**src/rtl/hex_scan_ctrl.sv**
```systemverilog
// hex_scan_ctrl: time-shares one hex-to-7-segment decoder across DIGITS displays,
// capturing each decoded pattern into a per-digit output register.
module hex_scan_ctrl #(
    parameter int DIGITS   = 6,
    parameter int SCAN_DIV = 4
) (
    input  logic                  clk,
    input  logic                  reset,
    input  logic                  enable,
    input  logic                  wr_en,
    input  logic [2:0]            wr_idx,
    input  logic [3:0]            wr_data,
    input  logic                  wr_blank,
    output logic [3:0]            dec_nibble,
    input  logic [6:0]            dec_seg,
    output logic [7*DIGITS-1:0]   hex_out,
    output logic [2:0]            cur_idx,
    output logic                  frame_done
);
    localparam int CW = $clog2(SCAN_DIV + 1);
    typedef enum logic [1:0] {IDLE, DRIVE, CAPTURE} state_t;
    state_t              state;
    logic [3:0]          value [DIGITS];
    logic [DIGITS-1:0]   blank;
    logic [CW-1:0]       cnt;
    logic                wr_ok, last, restart;
    assign wr_ok   = wr_en && (int'(wr_idx) < DIGITS);
    assign last    = int'(cur_idx) == DIGITS - 1;
    // a write to the digit on the decoder restarts its settle window so the new value is shown
    assign restart = wr_ok && (wr_idx == cur_idx) && (state != IDLE);
    always_ff @(posedge clk) begin
        if (reset) begin
            value      <= '{default: 4'h0};
            blank      <= '1;
            hex_out    <= '1;
            dec_nibble <= 4'h0;
            cur_idx    <= 3'd0;
            frame_done <= 1'b0;
            cnt        <= '0;
            state      <= IDLE;
        end else begin
            if (wr_ok) begin
                value[wr_idx] <= wr_data;
                blank[wr_idx] <= wr_blank;
            end
            dec_nibble <= value[cur_idx];
            frame_done <= 1'b0;
            if (!enable) begin
                state <= IDLE;
                cnt   <= '0;
            end else if (restart) begin
                state <= DRIVE;
                cnt   <= '0;
            end else begin
                case (state)
                    IDLE: begin
                        state <= DRIVE;
                        cnt   <= '0;
                    end
                    DRIVE: begin
                        cnt <= cnt + 1'b1;
                        if (cnt == CW'(SCAN_DIV - 1))
                            state <= CAPTURE;
                    end
                    CAPTURE: begin
                        hex_out[7*cur_idx +: 7] <= blank[cur_idx] ? 7'h7F : dec_seg;
                        cur_idx    <= last ? 3'd0 : cur_idx + 3'd1;
                        frame_done <= last;
                        cnt        <= '0;
                        state      <= DRIVE;
                    end
                    default: state <= IDLE;
                endcase
            end
        end
    end
endmodule

```
**config.mk**
```make
export PLATFORM = sky130hd
export DESIGN_NAME = hex_scan_ctrl
export DESIGN_NICKNAME = d
export VERILOG_FILES = /design/src/rtl/hex_scan_ctrl.sv
export SDC_FILE = /design/constraint.sdc
export NUM_CORES = 1
export LEC_CHECK = 0
export BUFFER_PORTS_ARGS = -buffer_cell sky130_fd_sc_hd__buf_2
export CAP_MARGIN = 20
export CORE_ASPECT_RATIO = 1.5
export CORE_UTILIZATION = 40
export DETAILED_ROUTE_END_ITERATION = 8
export SYNTH_ARGS = -nofsm -noshare
export SYNTH_HDL_FRONTEND = slang
export SYNTH_SLANG_ARGS = --single-unit
```
**constraint.sdc**
```tcl
create_clock -name clk -period 5.1 [get_ports clk]
set_clock_uncertainty 0.15 [all_clocks]
set_input_delay 0.255 -clock clk [delete_from_list [all_inputs] [get_ports clk]]
set_output_delay 0.255 -clock clk [all_outputs]
set_load 0.01 [all_outputs]
```
==> impl_metrics.prom <==
# TYPE chip_impl_metric gauge
chip_impl_info{name="run_status",value="finished, final reports clean"} 1
chip_impl_metric{name="insertion_delay_to_the_later_sink_of_the_worst_skew_pair",unit="ps"} 340
chip_impl_info{name="rsz0062_at_grt",value="no"} 1
chip_impl_info{name="hold_end",value="hex_out[3]$_SDFFE_PP1P_"} 1
chip_impl_info{name="worstReg2RegEnd",value="hex_out[34]$_SDFFE_PP1P_"} 1
chip_impl_metric{name="totalNegativeSetupSlack",unit="ps"} 0
chip_impl_metric{name="placement.cell_area",unit="µm²"} 3960
chip_impl_metric{name="netlist-cell-type-count",unit=""} 42
chip_impl_info{name="most_frequent_standard_cell_in_the_layout_excluding_fill_and_tap_cells",value="sky130_fd_sc_hd__dfxtp_1"} 1
chip_impl_metric{name="antenna_violating_nets_post_route",unit=""} 0
chip_impl_info{name="hold_class",value="in -> reg"} 1
chip_impl_metric{name="dp.final_hpwl",unit="µm"} 6190
chip_impl_metric{name="clock_path_buffers",unit=""} 2
chip_impl_metric{name="stdcell_count",unit=""} 539
chip_impl_metric{name="grt_antenna_before_repair",unit=""} 0
chip_impl_metric{name="timing.max_slew.rel_slack",unit="%"} 27.8
chip_impl_metric{name="synthToLayoutAreaGrowth",unit="%"} 19.0
chip_impl_info{name="path_cells",value="inv_1 -> ha_1 -> xnor2_1 -> o2111ai_1 -> nand2b_1 -> o211ai_1"} 1
chip_impl_metric{name="cp_data_arrival_time",unit="ps"} 3330
chip_impl_info{name="setup.worst_path.start_class",value="flop"} 1
chip_impl_metric{name="placed_cells",unit=""} 523
chip_impl_info{name="critical_path.slowest_cell",value="sky130_fd_sc_hd__dfxtp_1"} 1
chip_impl_metric{name="clk_pin_slew",unit="ps"} 60
chip_impl_metric{name="core-area",unit="µm²"} 8520
chip_impl_metric{name="worstPathMaxFanout",unit=""} 20
chip_impl_metric{name="final_min_period_over_clock_period",unit="%"} 63.2
chip_impl_metric{name="fmaxAchievable",unit="MHz"} 310
chip_impl_metric{name="drt-total-wl",unit="µm"} 8850
chip_impl_metric{name="grt_pass1_wl",unit="µm"} 14500
chip_impl_metric{name="detailedRoute.firstPassIterationCount",unit=""} 4
chip_impl_metric{name="count_of_antenna_diodes_in_the_layout",unit=""} 0
chip_impl_metric{name="drt-initial-drc-count",unit=""} 140
chip_impl_metric{name="fin_worst_hold_slack",unit="ps"} 72.0
chip_impl_metric{name="ir_worst_vdd",unit="mV"} 0.182
chip_impl_metric{name="htree_num_levels",unit=""} 3
chip_impl_metric{name="grt_util_all_layers",unit="%"} 20.2
chip_impl_metric{name="drc_errors",unit=""} 0
chip_impl_metric{name="cts_setup_buffers",unit=""} 0
chip_impl_metric{name="hold_buffers",unit=""} 0
chip_impl_metric{name="clkSinkCount",unit=""} 85
chip_impl_metric{name="dpl_worst_slack",unit="ps"} 1920
chip_impl_metric{name="boundaryPins",unit=""} 69
chip_impl_metric{name="initial_core_util",unit="%"} 41.9
chip_impl_metric{name="max-cap-violations",unit=""} 0
chip_impl_metric{name="grt_max_degree",unit=""} 54
chip_impl_metric{name="ys_warn_count",unit=""} 0
chip_impl_metric{name="post_cts_resize_count",unit=""} 0
chip_impl_metric{name="cp_slowest_stage_delay",unit="ps"} 960
chip_impl_metric{name="hold_viol",unit=""} 0
chip_impl_info{name="most_frequent_cells_in_the_layout",value="85 x sky130_fd_sc_hd__dfxtp_1, 68 x sky130_fd_sc_hd__buf_2, 65 x sky130_fd_sc_hd__nor2_1, 34 x sky130_fd_sc_hd__mux2i_1, 25 x sky130_fd_sc_hd__o21ai_0"} 1
chip_impl_info{name="clock_tree_from_tritoncts",value="built"} 1
chip_impl_metric{name="number_of_buffers_added_by_the_clock_tree_synthesis_step",unit=""} 9
chip_impl_metric{name="timing.reg2reg.setup_slack",unit="ps"} 1880
chip_impl_metric{name="routed_wire_length_per_instance",unit="µm"} 16.4
chip_impl_metric{name="first_global_vias",unit=""} 2804
chip_impl_metric{name="share_of_final_layout_standard_cells_stronger_than_drive_strength_1",unit="%"} 22.9
chip_impl_metric{name="synth-seq-area-share",unit="%"} 47.7
chip_impl_metric{name="die-width",unit="µm"} 79.1
chip_impl_metric{name="vias_per_cell",unit=""} 5.50
chip_impl_metric{name="hold_path_depth",unit=""} 3
chip_impl_metric{name="rr_worst_depth",unit=""} 6
chip_impl_metric{name="final_design_area_no_fill",unit="µm²"} 4250
chip_impl_metric{name="placementRows",unit=""} 41
chip_impl_metric{name="leakagePower",unit="nW"} 1.59
chip_impl_info{name="synth_flop_cell",value="sky130_fd_sc_hd__dfxtp_1"} 1
chip_impl_metric{name="synth.ff_latch_count",unit=""} 85
chip_impl_metric{name="synthCells",unit=""} 369
chip_impl_metric{name="synthArstFlopShare",unit="%"} 0
chip_impl_metric{name="fp.dieH",unit="µm"} 118
chip_impl_metric{name="syn-cell-area",unit="µm²"} 3570
chip_impl_info{name="cts_root_cell",value="sky130_fd_sc_hd__clkbuf_16"} 1
chip_impl_metric{name="synth.avg_cell_area",unit="µm²"} 9.68
chip_impl_metric{name="power.density_cell_area",unit="nW/µm²"} 322
chip_impl_info{name="min-delay-start",value="dec_seg[3]"} 1
chip_impl_metric{name="timing_max_transition_violations_final",unit=""} 0
chip_impl_metric{name="portBuffers",unit=""} 68
chip_impl_info{name="crit_type",value="reg -> reg"} 1
chip_impl_metric{name="fp.dieArea",unit="µm²"} 9320
chip_impl_metric{name="synth-edff-count",unit=""} 0
chip_impl_metric{name="place.gp.congestion",unit=""} 0.854
chip_impl_metric{name="final-setup-viol-count",unit=""} 0
chip_impl_metric{name="overflow",unit=""} 0
chip_impl_metric{name="routed-via-count",unit=""} 2962
chip_impl_metric{name="postSynthNetCount",unit=""} 395
chip_impl_metric{name="fin_total_pwr",unit="mW"} 1.37
chip_impl_metric{name="final_net_count",unit=""} 453
chip_impl_metric{name="worst_ep_required_time",unit="ps"} 5200
chip_impl_metric{name="final_core_utilization",unit="%"} 49.9
chip_impl_metric{name="finalCriticalPeriod",unit="ps"} 3220
chip_impl_info{name="worst_setup_path_end_kind",value="flop"} 1
chip_impl_metric{name="final_worst_setup_slack",unit="ps"} 1880
chip_impl_info{name="r2r_start",value="cur_idx[0]$_SDFFE_PP0P_"} 1
chip_impl_metric{name="max_slew.worst_pin.slew",unit="ps"} 1080
==> routing by layer <==
metal | track usage (%) | vias up | wire length (µm)
met3 | 2.64 | 11 | 348
met1 | 24.1 | 1424 | 3620
met5 | 0 | - | 0
met2 | 35.1 | 71 | 4740
li1 | - | 1456 | -
met4 | 9.43 | 0 | 142
==> flip-flops by register name, indices dropped and copies added (netlist names) <==
register and count:
hex_out 42, value 24, blank 6, dec_nibble 4, cnt 3, cur_idx 3
state 2, frame_done 1
==> final cells by class <==
class / count / area (µm²)
flip-flops and latches: 85 / 1700
clock inverters: 4 / 47.5
repair buffers: 70 / 355
clock buffers: 12 / 246
fillers: 851 / 4270
inverters: 5 / 18.8
well taps: 107 / 134
multi-input cells: 256 / 1750
==> worst max-delay path, delay by kind of cell (launching register included) <==
family / cells / cell delay, ps
flops: 1 / 960
compound gates: 2 / 620
xor+xnor: 1 / 390
fa+ha+maj: 1 / 370
simple gates: 1 / 370
buf+inv: 1 / 280
==> Yosys cell counts (2+ instances only) <==
cell | number | area [µm²]
sky130_fd_sc_hd__nor2_1 | 65 | 244
sky130_fd_sc_hd__or2_2 | 2 | 12.5
sky130_fd_sc_hd__nand4b_1 | 2 | 17.5
sky130_fd_sc_hd__nor3b_2 | 2 | 25.0
sky130_fd_sc_hd__o211ai_1 | 14 | 105
sky130_fd_sc_hd__nor3_1 | 11 | 55.1
sky130_fd_sc_hd__mux2_2 | 2 | 22.5
sky130_fd_sc_hd__buf_2 | 11 | 55.1
sky130_fd_sc_hd__o21ai_0 | 25 | 125
sky130_fd_sc_hd__dfxtp_1 | 85 | 1700
sky130_fd_sc_hd__inv_1 | 5 | 18.8
sky130_fd_sc_hd__nand2b_1 | 3 | 18.8
sky130_fd_sc_hd__nand4_1 | 4 | 25.0
sky130_fd_sc_hd__clkbuf_1 | 11 | 41.3
sky130_fd_sc_hd__a221o_1 | 7 | 70.1
sky130_fd_sc_hd__a21oi_1 | 4 | 20.0
sky130_fd_sc_hd__nand3_1 | 6 | 30.0
sky130_fd_sc_hd__ha_1 | 7 | 87.6
sky130_fd_sc_hd__mux4_2 | 5 | 113
sky130_fd_sc_hd__o22ai_1 | 14 | 87.6
sky130_fd_sc_hd__or4_1 | 2 | 15.0
sky130_fd_sc_hd__or2_0 | 5 | 31.3
sky130_fd_sc_hd__nor3b_1 | 2 | 15.0
sky130_fd_sc_hd__xnor2_1 | 3 | 26.3
sky130_fd_sc_hd__mux2i_1 | 34 | 340
sky130_fd_sc_hd__o2111ai_1 | 2 | 17.5
sky130_fd_sc_hd__xor2_1 | 2 | 17.5
sky130_fd_sc_hd__o31a_1 | 3 | 26.3
sky130_fd_sc_hd__nor2b_1 | 2 | 12.5
sky130_fd_sc_hd__and3b_1 | 2 | 17.5
sky130_fd_sc_hd__nor4_2 | 3 | 37.5
sky130_fd_sc_hd__nand2_1 | 14 | 52.6
==> power by group <==
part / internal, mW / switching, mW / total, mW
Clock: 0.391 / 0.251 / 0.642
Sequential: 0.670 / 0.00330 / 0.673
Combinational: 0.0192 / 0.0350 / 0.0542
Total: 1.08 / 0.289 / 1.37
==> logic make-up after synthesis <==
| kind of cell | Yosys count | synth area share, % |
|---|---|---|
| buf+inv | 28 | 3.43 |
| fa+ha+maj | 7 | 2.45 |
| simple gates | 128 | 17.6 |
| compound gates | 75 | 14.3 |
| mux | 41 | 13.3 |
| flops | 85 | 47.7 |
| xor+xnor | 5 | 1.23 |
==> how the worst max path moves through the flow <==
| stage | slack [ps] | cells past startpoint | endpoint | from |
|---|---|---|---|---|
| after floorplan | 2680 | 7 | hex_out[0]$_SDFFE_PP1P_ | cur_idx[0]$_SDFFE_PP0P_ |
| after global placement | 1980 | 6 | hex_out[5]$_SDFFE_PP1P_ | cur_idx[0]$_SDFFE_PP0P_ |
| after detailed placement | 1920 | 6 | hex_out[2]$_SDFFE_PP1P_ | cur_idx[0]$_SDFFE_PP0P_ |
| after CTS | 1890 | 6 | hex_out[0]$_SDFFE_PP1P_ | cur_idx[0]$_SDFFE_PP0P_ |
| after global routing | 1560 | 6 | hex_out[29]$_SDFFE_PP1P_ | cur_idx[0]$_SDFFE_PP0P_ |
| final | 1880 | 6 | hex_out[34]$_SDFFE_PP1P_ | cur_idx[0]$_SDFFE_PP0P_ |
Power figures use the tool's default switching activity.
